--- src/rtl/instr_fetch.sv ---
// instr_fetch: core0 RISC-V fetch stage. One outstanding imem request, captured word handed to decode.
// Optional misaligned-redirect trap is enabled by defining FETCH_MISALIGN_CHECK_EN.
module instr_fetch #(
  parameter int              XLEN     = 32,
  parameter logic [XLEN-1:0] RESET_PC = {XLEN{1'b0}}
) (
  input  logic            clk,
  input  logic            rst,
  output logic            imem_req,
  output logic [XLEN-1:0] imem_addr,
  input  logic            imem_ready,
  input  logic            imem_rvalid,
  input  logic [31:0]     imem_rdata,
  input  logic            redirect,
  input  logic [XLEN-1:0] redirect_pc,
  output logic            instr_valid,
  input  logic            instr_ready,
  output logic [31:0]     instr,
  output logic [XLEN-1:0] instr_pc,
  output logic [6:0]      op,
  output logic [2:0]      func3,
  output logic [6:0]      func7,
  output logic            misalign_fault
);

`ifdef FETCH_MISALIGN_CHECK_EN
  typedef enum logic [2:0] {
    ST_IDLE  = 3'd0,
    ST_REQ   = 3'd1,
    ST_WAIT  = 3'd2,
    ST_HOLD  = 3'd3,
    ST_FAULT = 3'd4
  } state_t;
`else
  typedef enum logic [2:0] {
    ST_IDLE = 3'd0,
    ST_REQ  = 3'd1,
    ST_WAIT = 3'd2,
    ST_HOLD = 3'd3
  } state_t;
`endif

  localparam logic [31:0]     NOP_INSTR = 32'h0000_0013;
  localparam logic [XLEN-1:0] PC_STEP   = XLEN'(3'd4);

  state_t          state_r;
  state_t          state_s;
  logic [XLEN-1:0] pc_r;
  logic [XLEN-1:0] pc_s;
  logic [31:0]     instr_r;
  logic [31:0]     instr_s;
  logic [XLEN-1:0] instr_pc_r;
  logic [XLEN-1:0] instr_pc_s;
  logic            discard_r;
  logic            discard_s;
  logic            deliver_s;
  logic [XLEN-1:0] target_s;

`ifdef FETCH_MISALIGN_CHECK_EN
  logic            fault_r;
  logic            fault_s;
  logic            misalign_s;

  assign target_s   = redirect_pc;
  assign misalign_s = redirect && (redirect_pc[1:0] != 2'b00);
`else
  // Without the trap the target is simply word-aligned.
  assign target_s = {redirect_pc[XLEN-1:2], redirect_pc[1:0] & 2'b00};
`endif

  // A response is kept only if it answers the current pc and no redirect races it.
  assign deliver_s = (state_r == ST_WAIT) && imem_rvalid && !discard_r && !redirect;

  // State register.
  always_ff @(posedge clk or posedge rst) begin
    if (rst) begin
      state_r <= ST_IDLE;
    end else begin
      state_r <= state_s;
    end
  end

  // Datapath registers: pc, held instruction and its pc, discard and fault flags.
  always_ff @(posedge clk or posedge rst) begin
    if (rst) begin
      pc_r       <= RESET_PC;
      instr_r    <= NOP_INSTR;
      instr_pc_r <= {XLEN{1'b0}};
      discard_r  <= 1'b0;
`ifdef FETCH_MISALIGN_CHECK_EN
      fault_r    <= 1'b0;
`endif
    end else begin
      pc_r       <= pc_s;
      instr_r    <= instr_s;
      instr_pc_r <= instr_pc_s;
      discard_r  <= discard_s;
`ifdef FETCH_MISALIGN_CHECK_EN
      fault_r    <= fault_s;
`endif
    end
  end

  // Next-state and discard tracking; redirect always wins.
  always_comb begin
    state_s   = state_r;
    discard_s = discard_r;
    case (state_r)
      ST_IDLE: begin
        state_s = ST_REQ;
      end
      ST_REQ: begin
        if (imem_ready) begin
          // Request for the old pc is already accepted; its answer must be dropped.
          state_s   = ST_WAIT;
          discard_s = discard_r | redirect;
        end else begin
          state_s = ST_REQ;
        end
      end
      ST_WAIT: begin
        if (imem_rvalid) begin
          if (discard_r || redirect) begin
            state_s   = ST_REQ;
            discard_s = 1'b0;
          end else begin
            state_s = ST_HOLD;
          end
        end else if (redirect) begin
          state_s   = ST_WAIT;
          discard_s = 1'b1;
        end else begin
          state_s = ST_WAIT;
        end
      end
      ST_HOLD: begin
        if (redirect || instr_ready) begin
          state_s = ST_REQ;
        end else begin
          state_s = ST_HOLD;
        end
      end
`ifdef FETCH_MISALIGN_CHECK_EN
      ST_FAULT: begin
        if (redirect) begin
          state_s = ST_REQ;
        end else begin
          state_s = ST_FAULT;
        end
        // A request accepted before the trap may still answer here.
        if (imem_rvalid) begin
          discard_s = 1'b0;
        end else begin
          discard_s = discard_r;
        end
      end
`endif
      default: begin
        state_s   = ST_IDLE;
        discard_s = 1'b0;
      end
    endcase

`ifdef FETCH_MISALIGN_CHECK_EN
    fault_s = fault_r;
    if (misalign_s) begin
      state_s = ST_FAULT;
      fault_s = 1'b1;
    end else if (redirect) begin
      fault_s = 1'b0;
    end else begin
      fault_s = fault_r;
    end
`endif
  end

  // Datapath next values: capture on delivery, pc steps or jumps.
  always_comb begin
    instr_s    = instr_r;
    instr_pc_s = instr_pc_r;
    pc_s       = pc_r;
    if (deliver_s) begin
      instr_s    = imem_rdata;
      instr_pc_s = pc_r;
    end else begin
      instr_s    = instr_r;
      instr_pc_s = instr_pc_r;
    end
    if (redirect) begin
      pc_s = target_s;
    end else if (deliver_s) begin
      pc_s = pc_r + PC_STEP;
    end else begin
      pc_s = pc_r;
    end
  end

  // Handshake outputs decoded from the state register only.
  always_comb begin
    imem_req    = 1'b0;
    instr_valid = 1'b0;
    case (state_r)
      ST_REQ: begin
        imem_req    = 1'b1;
        instr_valid = 1'b0;
      end
      ST_HOLD: begin
        imem_req    = 1'b0;
        instr_valid = 1'b1;
      end
      default: begin
        imem_req    = 1'b0;
        instr_valid = 1'b0;
      end
    endcase
  end

  assign imem_addr = pc_r;
  assign instr     = instr_r;
  assign instr_pc  = instr_pc_r;
  assign op        = instr_r[6:0];
  assign func3     = instr_r[14:12];
  assign func7     = instr_r[31:25];

`ifdef FETCH_MISALIGN_CHECK_EN
  assign misalign_fault = fault_r;
`else
  assign misalign_fault = 1'b0;
`endif

endmodule
--- config.mk ---
export PLATFORM = sky130hd
export DESIGN_NAME = instr_fetch
export DESIGN_NICKNAME = d
export VERILOG_FILES = /design/src/rtl/instr_fetch.sv
export SDC_FILE = /design/constraint.sdc
export NUM_CORES = 1
export LEC_CHECK = 0
export BUFFER_PORTS_ARGS = -buffer_cell sky130_fd_sc_hd__buf_2
export CAP_MARGIN = 5
export CORE_ASPECT_RATIO = 1.4
export CORE_MARGIN = 2
export CORE_UTILIZATION = 45
export CTS_CLUSTER_DIAMETER = 30
export DETAILED_ROUTE_END_ITERATION = 16
export MAX_ROUTING_LAYER = met4
export PLACE_DENSITY_LB_ADDON = 0.05
export SKIP_LAST_GASP = 1
export SYNTH_ARGS = -nofsm -noshare
export SYNTH_HDL_FRONTEND = slang
export SYNTH_SLANG_ARGS = --single-unit
--- constraint.sdc ---
create_clock -name clk -period 4.4 [get_ports clk]
set_clock_uncertainty 0.2 [all_clocks]
set_input_delay 0.22 -clock clk [delete_from_list [all_inputs] [get_ports clk]]
set_output_delay 0.22 -clock clk [all_outputs]
set_load 0.05 [all_outputs]
# Word level (Yosys, flattened, before mapping)

Cells that the tools add are included.

Register bits after elaboration: 100
Input port bits: 70
Output and inout port bits: 116
Logic and storage cells: 39

Add/subtract/negate cells: 1
Eq/ne operators: 6
Muxes and demuxes: 14
Bitwise operators: 2
Reduce and logical (&&, ||, !) cells: 11

Operators with widths:

| kind                                                                  | count |
|---|---|
| 32-bit 2-to-1 mux                                                     | 2 |
| 32-bit by 3-bit adder with 32-bit output, second input constant       | 1 |
| 3-bit one-hot mux with 4 select lines                                 | 1 |
| 3-bit by 2-bit equality test with 1-bit output, second input constant | 2 |
| 1-bit 2-to-1 mux                                                      | 6 |
| 2-bit 2-to-1 mux                                                      | 3 |
| 4-bit AND reduction                                                   | 1 |
| 3-bit by 1-bit equality test with 1-bit output, second input constant | 1 |
| 1-bit logical AND                                                     | 3 |
| 3-bit zero test                                                       | 1 |
| 3-bit 2-to-1 mux                                                      | 1 |
| 3-bit by 2-bit != test with 1-bit output, second input constant       | 1 |
| 3-bit != test, second input constant                                  | 1 |
| 1-bit one-hot mux with 3 select lines                                 | 1 |
| 1-bit zero test                                                       | 2 |
| 1-bit logical OR                                                      | 2 |
| 2-bit != test, second input constant                                  | 1 |
| 2-bit nonzero test                                                    | 1 |
| 2-bit OR reduction                                                    | 1 |
| 1-bit inverter                                                        | 1 |
| 1-bit bitwise OR                                                      | 1 |

# Logic depth before layout (Yosys ltp)

Gate-level depths: netlist of the first run.

Depth in word-level cells: 6
Gate-level depth with buffers: 9
Gate-level depth less buffers: 7

# Least setup slack after synthesis of the first run

OpenSTA, ideal clock, no wires.

Path type: register -> register
From: register pc_r[2], in the netlist imem_addr[2]
To: register pc_r[18], in the netlist imem_addr[18]
Setup time: 0.125 ns
Arrival time: 2.002 ns
Required time: 4.075 ns
Path slack: 2.073 ns
Stages on the path, launching flop included: 7
Cell sequence: dfrtp_1 -> ha_1 -> nand3_1 -> nor4_4 -> nand3_1 -> xnor2_1 -> mux2_2

Longest elaborated chain between the ends: 3

Ends and longest elaborated chain:

| element                                  | RTL line | source |
|---|---|---|
| start, declared                          | 48       | `logic [XLEN-1:0] pc_r;` |
| start signal, assigned                   | 94       | `pc_r <= pc_s;` |
| 32-bit by 3-bit adder with 32-bit output | 192      | `pc_s = pc_r + PC_STEP;` |
| 32-bit 2-to-1 mux                        | 191      | `end else if (deliver_s) begin` |
| 32-bit 2-to-1 mux                        | 189      | `if (redirect) begin` |

Every way passes these cells. The select of a mux whose other input is x is not followed.
A chain may end at the register's enable or synchronous reset.

# Worst setup path in the final report of the first run

From: register state_r[0]
To: register instr_r[14], in the netlist instr[14]

Longest elaborated chain between the ends: 4

Ends and longest elaborated chain:

| element                                        | RTL line | source |
|---|---|---|
| start, declared                                | 46       | `state_t state_r;` |
| start signal, assigned                         | 79       | `state_r <= state_s;` |
| 3-bit by 2-bit equality test with 1-bit output | 72       | `assign deliver_s = (state_r == ST_WAIT) && imem_rvalid && !discard_r && !redirect;` |
| 1-bit logical AND (3 in series)                | 72       |  |
| end signal, assigned                           | 95       | `instr_r <= instr_s;` |
| end, declared                                  | 50       | `logic [31:0] instr_r;` |

Every way passes these cells.

==> flow_summary.json, run 1 <==
{
  "status": "finished clean",
  "power_density_nw_per_um2": 694,
  "clock.fmax_ghz": 0.379,
  "wirelength_mm": 12.0,
  "firstDrtPassIters": 4,
  "clockBufferDepth": 2,
  "die_h_um": 122,
  "grt_pass1_vias": 3916,
  "start_util_pct": 45.7,
  "rsz0062_at_grt": "false",
  "leakage_nw": 3.33,
  "hpwl_mm": 7.81,
  "finalSetupTns_ns": 0,
  "place_congestion": 0.815,
  "dieArea_um2": 10800,
  "syn_area_per_cell_um2": 8.74,
  "rr_endpoint": "instr[14]$_DFFE_PP0P_",
  "core_area_um2": 9790,
  "grt_pass1_wl_mm": 18.7,
  "ys_top_cells_by_area": "dfrtp_1 51%, nand2_1 19%, buf_4 3.7%",
  "clock_latency_ns": 0.34,
  "finalCritPeriodShare_pct": 60.0,
  "cp_slowest_cell": "or3_2",
  "fin_area_um2": 6240,
  "relSlewSlack_pct": 37.7,
  "antenna_found_initial": 0,
  "io_pins": 186,
  "cp_common_cell": "nand2_1",
  "final_common_cell": "nand2_1",
  "drv_cap": 0,
  "synth_seq_cells": 95,
  "synth.top_cell.area_share_pct": 51.4,
  "ys_warn_count": 0,
  "r2r_cells": 7,
  "cp_cell_sequence": "inv_1 -> ha_1 -> nand2_1 -> or3_2 -> buf_4 -> nand2_1 -> nand2_1",
  "final_cell_mix": "222 x nand2_1, 178 x buf_2, 92 x dfrtp_1",
  "fillCellCount": 908,
  "syn_inst": 512,
  "grt_max_degree": 66,
  "worst_hold_path_type": "in -> reg",
  "cts_buffers": 9,
  "reg2reg_slack_ns": 1.76,
  "ctsResizeCount": 0,
  "arrival_ns": 2.67,
  "diodes": 0,
  "final_nets": 802,
  "post_drt_wl_per_cell_um": 13.8,
  "max_stage_delay_ns": 0.85,
  "finalWorstSetupSlack_ns": 1.76,
  "p_total_mw": 4.33,
  "via_per_inst": 4.74,
  "slew_violations": 0,
  "portBuffers": 178,
  "timing.rr.start": "state_r[0]$_DFF_PP0_",
  "period_minus_slack_ns": 2.64,
  "holdBufCountCts": 64,
  "synth_cell_types": 40,
  "crit_path_end": "instr[14]$_DFFE_PP0P_",
  "overflow": 0,
  "cp-startpoint": "state_r[0]$_DFF_PP0_",
  "end_kind": "flip-flop",
  "whs_ns": 0.0409,
  "die_x_um": 88.3,
  "crit_family": "simple AND/OR/NAND/NOR gates",
  "seq_area_frac_synth_pct": 53.2,
  "htree_levels": 3,
  "crit_cells": 7,
  "tightest_slew_ns": 0.935,
  "crit_required_ns": 4.43,
  "cts_tree": "yes",
  "rows": 43,
  "syn_area_um2": 4480,
  "min_from": "instr_ready",
  "root_buffer": "clkbuf_16",
  "cp_max_fo": 50,
  "ant_nets": 0,
  "drc": 0,
  "criticalPathCategory": "reg -> reg",
  "cts_setup_buffers": 0,
  "startpoint_type": "flip-flop",
  "cp_num_buf_inv": 2,
  "cts_sinks": 95,
  "pre_cts_ws_ns": 1.77,
  "placed_area_um2": 5330,
  "finalHoldViolations": 0,
  "vias": 4112,
  "finalSetupViolations": 0,
  "layout-drive-gt1-share_pct": 28.6,
  "path_clk_slew_ns": 0.07,
  "yosysTopAreaCell": "dfrtp_1",
  "syn_to_final_growth_pct": 39.5,
  "drt_iter0_drc": 215,
  "vdd_drop_max_uv": 318,
  "grt_usage_pct": 22.8
}
area by class of cell:
class,instances,area [µm²],share of cell area (%)
Tap cell,135,169,2.71
Clock inverter,4,23.8,0.381
Clock buffer,12,246,3.95
Inverter,8,32.5,0.521
Timing Repair Buffer,246,1560,25.0
Sequential cell,95,2380,38.1
Multi-Input combinational cell,367,1830,29.3
worst min-delay path by stage:
stage	to	slack (ns)	cells past startpoint
6_report	state_r[1]$_DFF_PP0_	0.04	4
5_1_grt	discard_r$_DFFE_PP0P_	0.06	3
4_1_cts	state_r[1]$_DFF_PP0_	0.03	4
3_5_place_dp	instr_pc[28]$_DFFE_PP0P_	0.18	2
3_3_place_gp	instr[15]$_DFFE_PP0P_	0.17	2
2_1_floorplan	instr[0]$_DFFE_PP1P_	0.10	2
power breakdown:
group / leakage (nW) / switching (mW) / internal (mW)
clock network: 0.136 / 0.321 / 0.397
logic: 2.00 / 1.75 / 0.475
registers: 1.19 / 0.210 / 1.18
flip-flops by register name, indices dropped and copies added, names as in the netlist:
register,flops
discard_r,1
state_r,2
instr,32
instr_pc,30
imem_addr,30
routing by layer:
metal / global-route usage, % / vias to the layer above / part of all wire (%)
met5: - / - / 0
met4: 7.10 / 0 / 1.1
met3: 3.39 / 8 / 4.3
met2: 39.3 / 116 / 51
met1: 27.2 / 1931 / 44
li1: - / 2057 / -
worst min-delay path: stages:
cell and delay [ns]:
buf_2 0.10, nor2_1 0.08, a222oi_1 0.09, inv_1 0.06
metrics by stage:
stage	utilization, %	cells
after floorplan	-	516
after global placement	54.5	787
after detailed placement	54.5	787
after CTS	63.8	867
after global routing	63.8	867
final	63.8	867
logic make-up after synthesis:
logic type / count (synthesis) / synth area share [%]
buffers and inverters: 54 / 6.43
flip-flops: 95 / 53.2
AND/OR/NAND/NOR: 292 / 28.8
AO/OA/AOI/OAI: 40 / 5.17
multiplexers: 2 / 0.475
adder cells (fa/ha/maj): 5 / 1.40
other: 1 / 0.0838
XOR/XNOR: 23 / 4.50
cells in the mapped netlist (all sizes together):
cell type and number:
nand2 222, nor3 5, mux2i 1, o21ai 29, ha 5, conb 1
dfrtp 92, a311oi 1, xnor2 6, nor2 14, xor2 17, buf 24
mux2 1, dfstp 3, nand3 15, or3 2, a31oi 2, o311ai 3
and4 2, or4 1, a221o 1, a21oi 2, nor2b 3, nand4 16
and3 2, a222oi 1, nand3b 3, clkbuf 22, o221ai 1, inv 8
nand2b 2, nor4 3, and2 2
No activity file was read; power rests on OpenSTA's default activity.
==> run 2, diff against run 1 <==
- clock period: 4.4 -> 2.74 ns (I/O delays scaled with it)
==> run 2 against run 1 <==
Count of clock-buffer cells in the layout unchanged; clock power increased by 69%; first-iteration DRC count decreased by 20%; via count increased by 2.5%; utilization increased by 0.98 points; cell count increased by 0.81%; combinational power increased by 61%; fmax increased by 10%; register-to-register slack got worse by 1.4 ns; critical path depth unchanged; die area unchanged; sequential power increased by 60%; largest power group unchanged.
==> flow_summary.json, run 2 (same netlist as run 1, synthesis figures left out) <==
{
  "grt_pass1_wl_mm": 18.6,
  "finalHoldViolations": 0,
  "root_buffer": "clkbuf_16",
  "leakage_nw": 3.37,
  "fin_area_um2": 6340,
  "finalSetupTns_ns": 0,
  "layout-drive-gt1-share_pct": 29.2,
  "syn_to_final_growth_pct": 41.6,
  "final_common_cell": "nand2_1",
  "criticalPathCategory": "reg -> reg",
  "post_drt_wl_per_cell_um": 13.6,
  "tightest_slew_ns": 0.574,
  "cts_buffers": 9,
  "place_congestion": 0.830,
  "overflow": 0,
  "path_clk_slew_ns": 0.07,
  "diodes": 0,
  "drt_iter0_drc": 172,
  "cp_max_fo": 32,
  "whs_ns": 0.222,
  "worst_hold_path_type": "in -> reg",
  "crit_required_ns": 2.76,
  "arrival_ns": 2.41,
  "seqCellArea_um2": 2380,
  "final_cell_mix": "222 x nand2_1, 178 x buf_2, 92 x dfrtp_1",
  "htree_levels": 3,
  "grt_usage_pct": 22.5,
  "die_x_um": 88.3,
  "via_per_inst": 4.82,
  "crit_cells": 7,
  "clock_latency_ns": 0.33,
  "power_density_nw_per_um2": 1110,
  "cts_tree": "yes",
  "r2r_cells": 7,
  "vdd_drop_max_uv": 518,
  "period_minus_slack_ns": 2.39,
  "clock.fmax_ghz": 0.418,
  "cp_slowest_cell": "or3_2",
  "die_h_um": 122,
  "rsz0062_at_grt": "false",
  "drc": 0,
  "ctsResizeCount": 0,
  "antenna_found_initial": 0,
  "portBuffers": 178,
  "hpwl_mm": 7.79,
  "fillCellCount": 876,
  "rows": 43,
  "core_area_um2": 9790,
  "cts_sinks": 95,
  "grt_pass1_vias": 3929,
  "finalSetupViolations": 0,
  "final_nets": 809,
  "end_kind": "flip-flop",
  "cp_common_cell": "nand2_1",
  "min_path_cells": 3,
  "relSlewSlack_pct": 61.7,
  "cp_cell_sequence": "inv_1 -> ha_1 -> nand2_1 -> or3_2 -> buf_4 -> nand2_1 -> nand2_1",
  "dieArea_um2": 10800,
  "multi_input_area_um2": 1830,
  "status": "finished clean",
  "placed_area_um2": 5380,
  "cp_num_buf_inv": 2,
  "io_pins": 186,
  "start_util_pct": 45.7,
  "crit_family": "simple AND/OR/NAND/NOR gates",
  "grt_max_degree": 96,
  "slew_violations": 0,
  "max_stage_delay_ns": 0.65,
  "finalCritPeriodShare_pct": 87.2,
  "startpoint_type": "flip-flop",
  "drv_cap": 0,
  "firstDrtPassIters": 5,
  "ant_nets": 0,
  "wirelength_mm": 11.9,
  "vias": 4215,
  "clockBufferDepth": 2,
  "largest_register_ffs": 32
}
-- run 2: worst min-delay path, delay by kind of cell --
kind | cells | cell delay [ns]
buffers and inverters | 1 | 0.09
AO/OA/AOI/OAI | 1 | 0.12
AND/OR/NAND/NOR | 1 | 0.36
-- run 2: final cells by class --
type	instances	area share, %
repair buffers	253	25.7
clock inverters	4	0.454
well taps	135	2.66
multi-input cells	367	28.9
flip-flops and latches	95	37.6
clock buffers	12	4.20
inverters	8	0.533
-- run 2: worst paths after layout --
| check | from | to | slack (ns) |
|---|---|---|---|
| hold reg to reg | instr[1]$_DFFE_PP1P_ | instr[1]$_DFFE_PP1P_ | 0.27 |
| setup / recovery | state_r[0]$_DFF_PP0_ | instr[22]$_DFFE_PP0P_ | 0.35 |
| hold / removal | redirect | instr_pc[16]$_DFFE_PP0P_ | 0.22 |
| setup reg to reg | state_r[0]$_DFF_PP0_ | instr[22]$_DFFE_PP0P_ | 0.35 |
| min in group asynchronous | rst | instr[8]$_DFFE_PP0P_ | 0.31 |
| max in group asynchronous | rst | instr[1]$_DFFE_PP1P_ | 1.65 |
-- run 2: routing by layer --
| metal | track usage [%] | wire length, µm | up-vias | share of wire [%] |
|---|---|---|---|---|
| li1 | - | - | 2075 | - |
| met1 | 27.5 | 5090 | 1983 | 43 |
| met5 | - | 0 | - | 0 |
| met2 | 37.6 | 5990 | 139 | 50 |
| met3 | 4.27 | 608 | 18 | 5.1 |
| met4 | 6.82 | 197 | 0 | 1.7 |
-- run 2: stage by stage --
stage,std cells,setup WS (ns),total power [mW],util (%)
2_1_floorplan,516,0.413,5.10,-
3_5_place_dp,792,0.372,5.77,55.0
4_1_cts,874,0.349,7.08,64.7
6_report,874,0.350,7.03,64.7
5_1_grt,874,0.232,7.42,64.7
3_3_place_gp,792,0.419,5.71,55.0
-- run 2: where the power goes --
part / total [mW] / switching, mW / internal [mW] / leakage, nW
clock: 1.21 / 0.522 / 0.690 / 0.141
sequential: 2.22 / 0.327 / 1.89 / 1.19
combinational: 3.60 / 2.82 / 0.781 / 2.03
total: 7.03 / 3.67 / 3.37 / 3.37
-- run 2: timing repair --
| action | CTS | global route |
|---|---|---|
| hold buffers | 66 | 0 |
| buffers inserted | 0 | 0 |
| hold endpoints to repair | 157 | 0 |
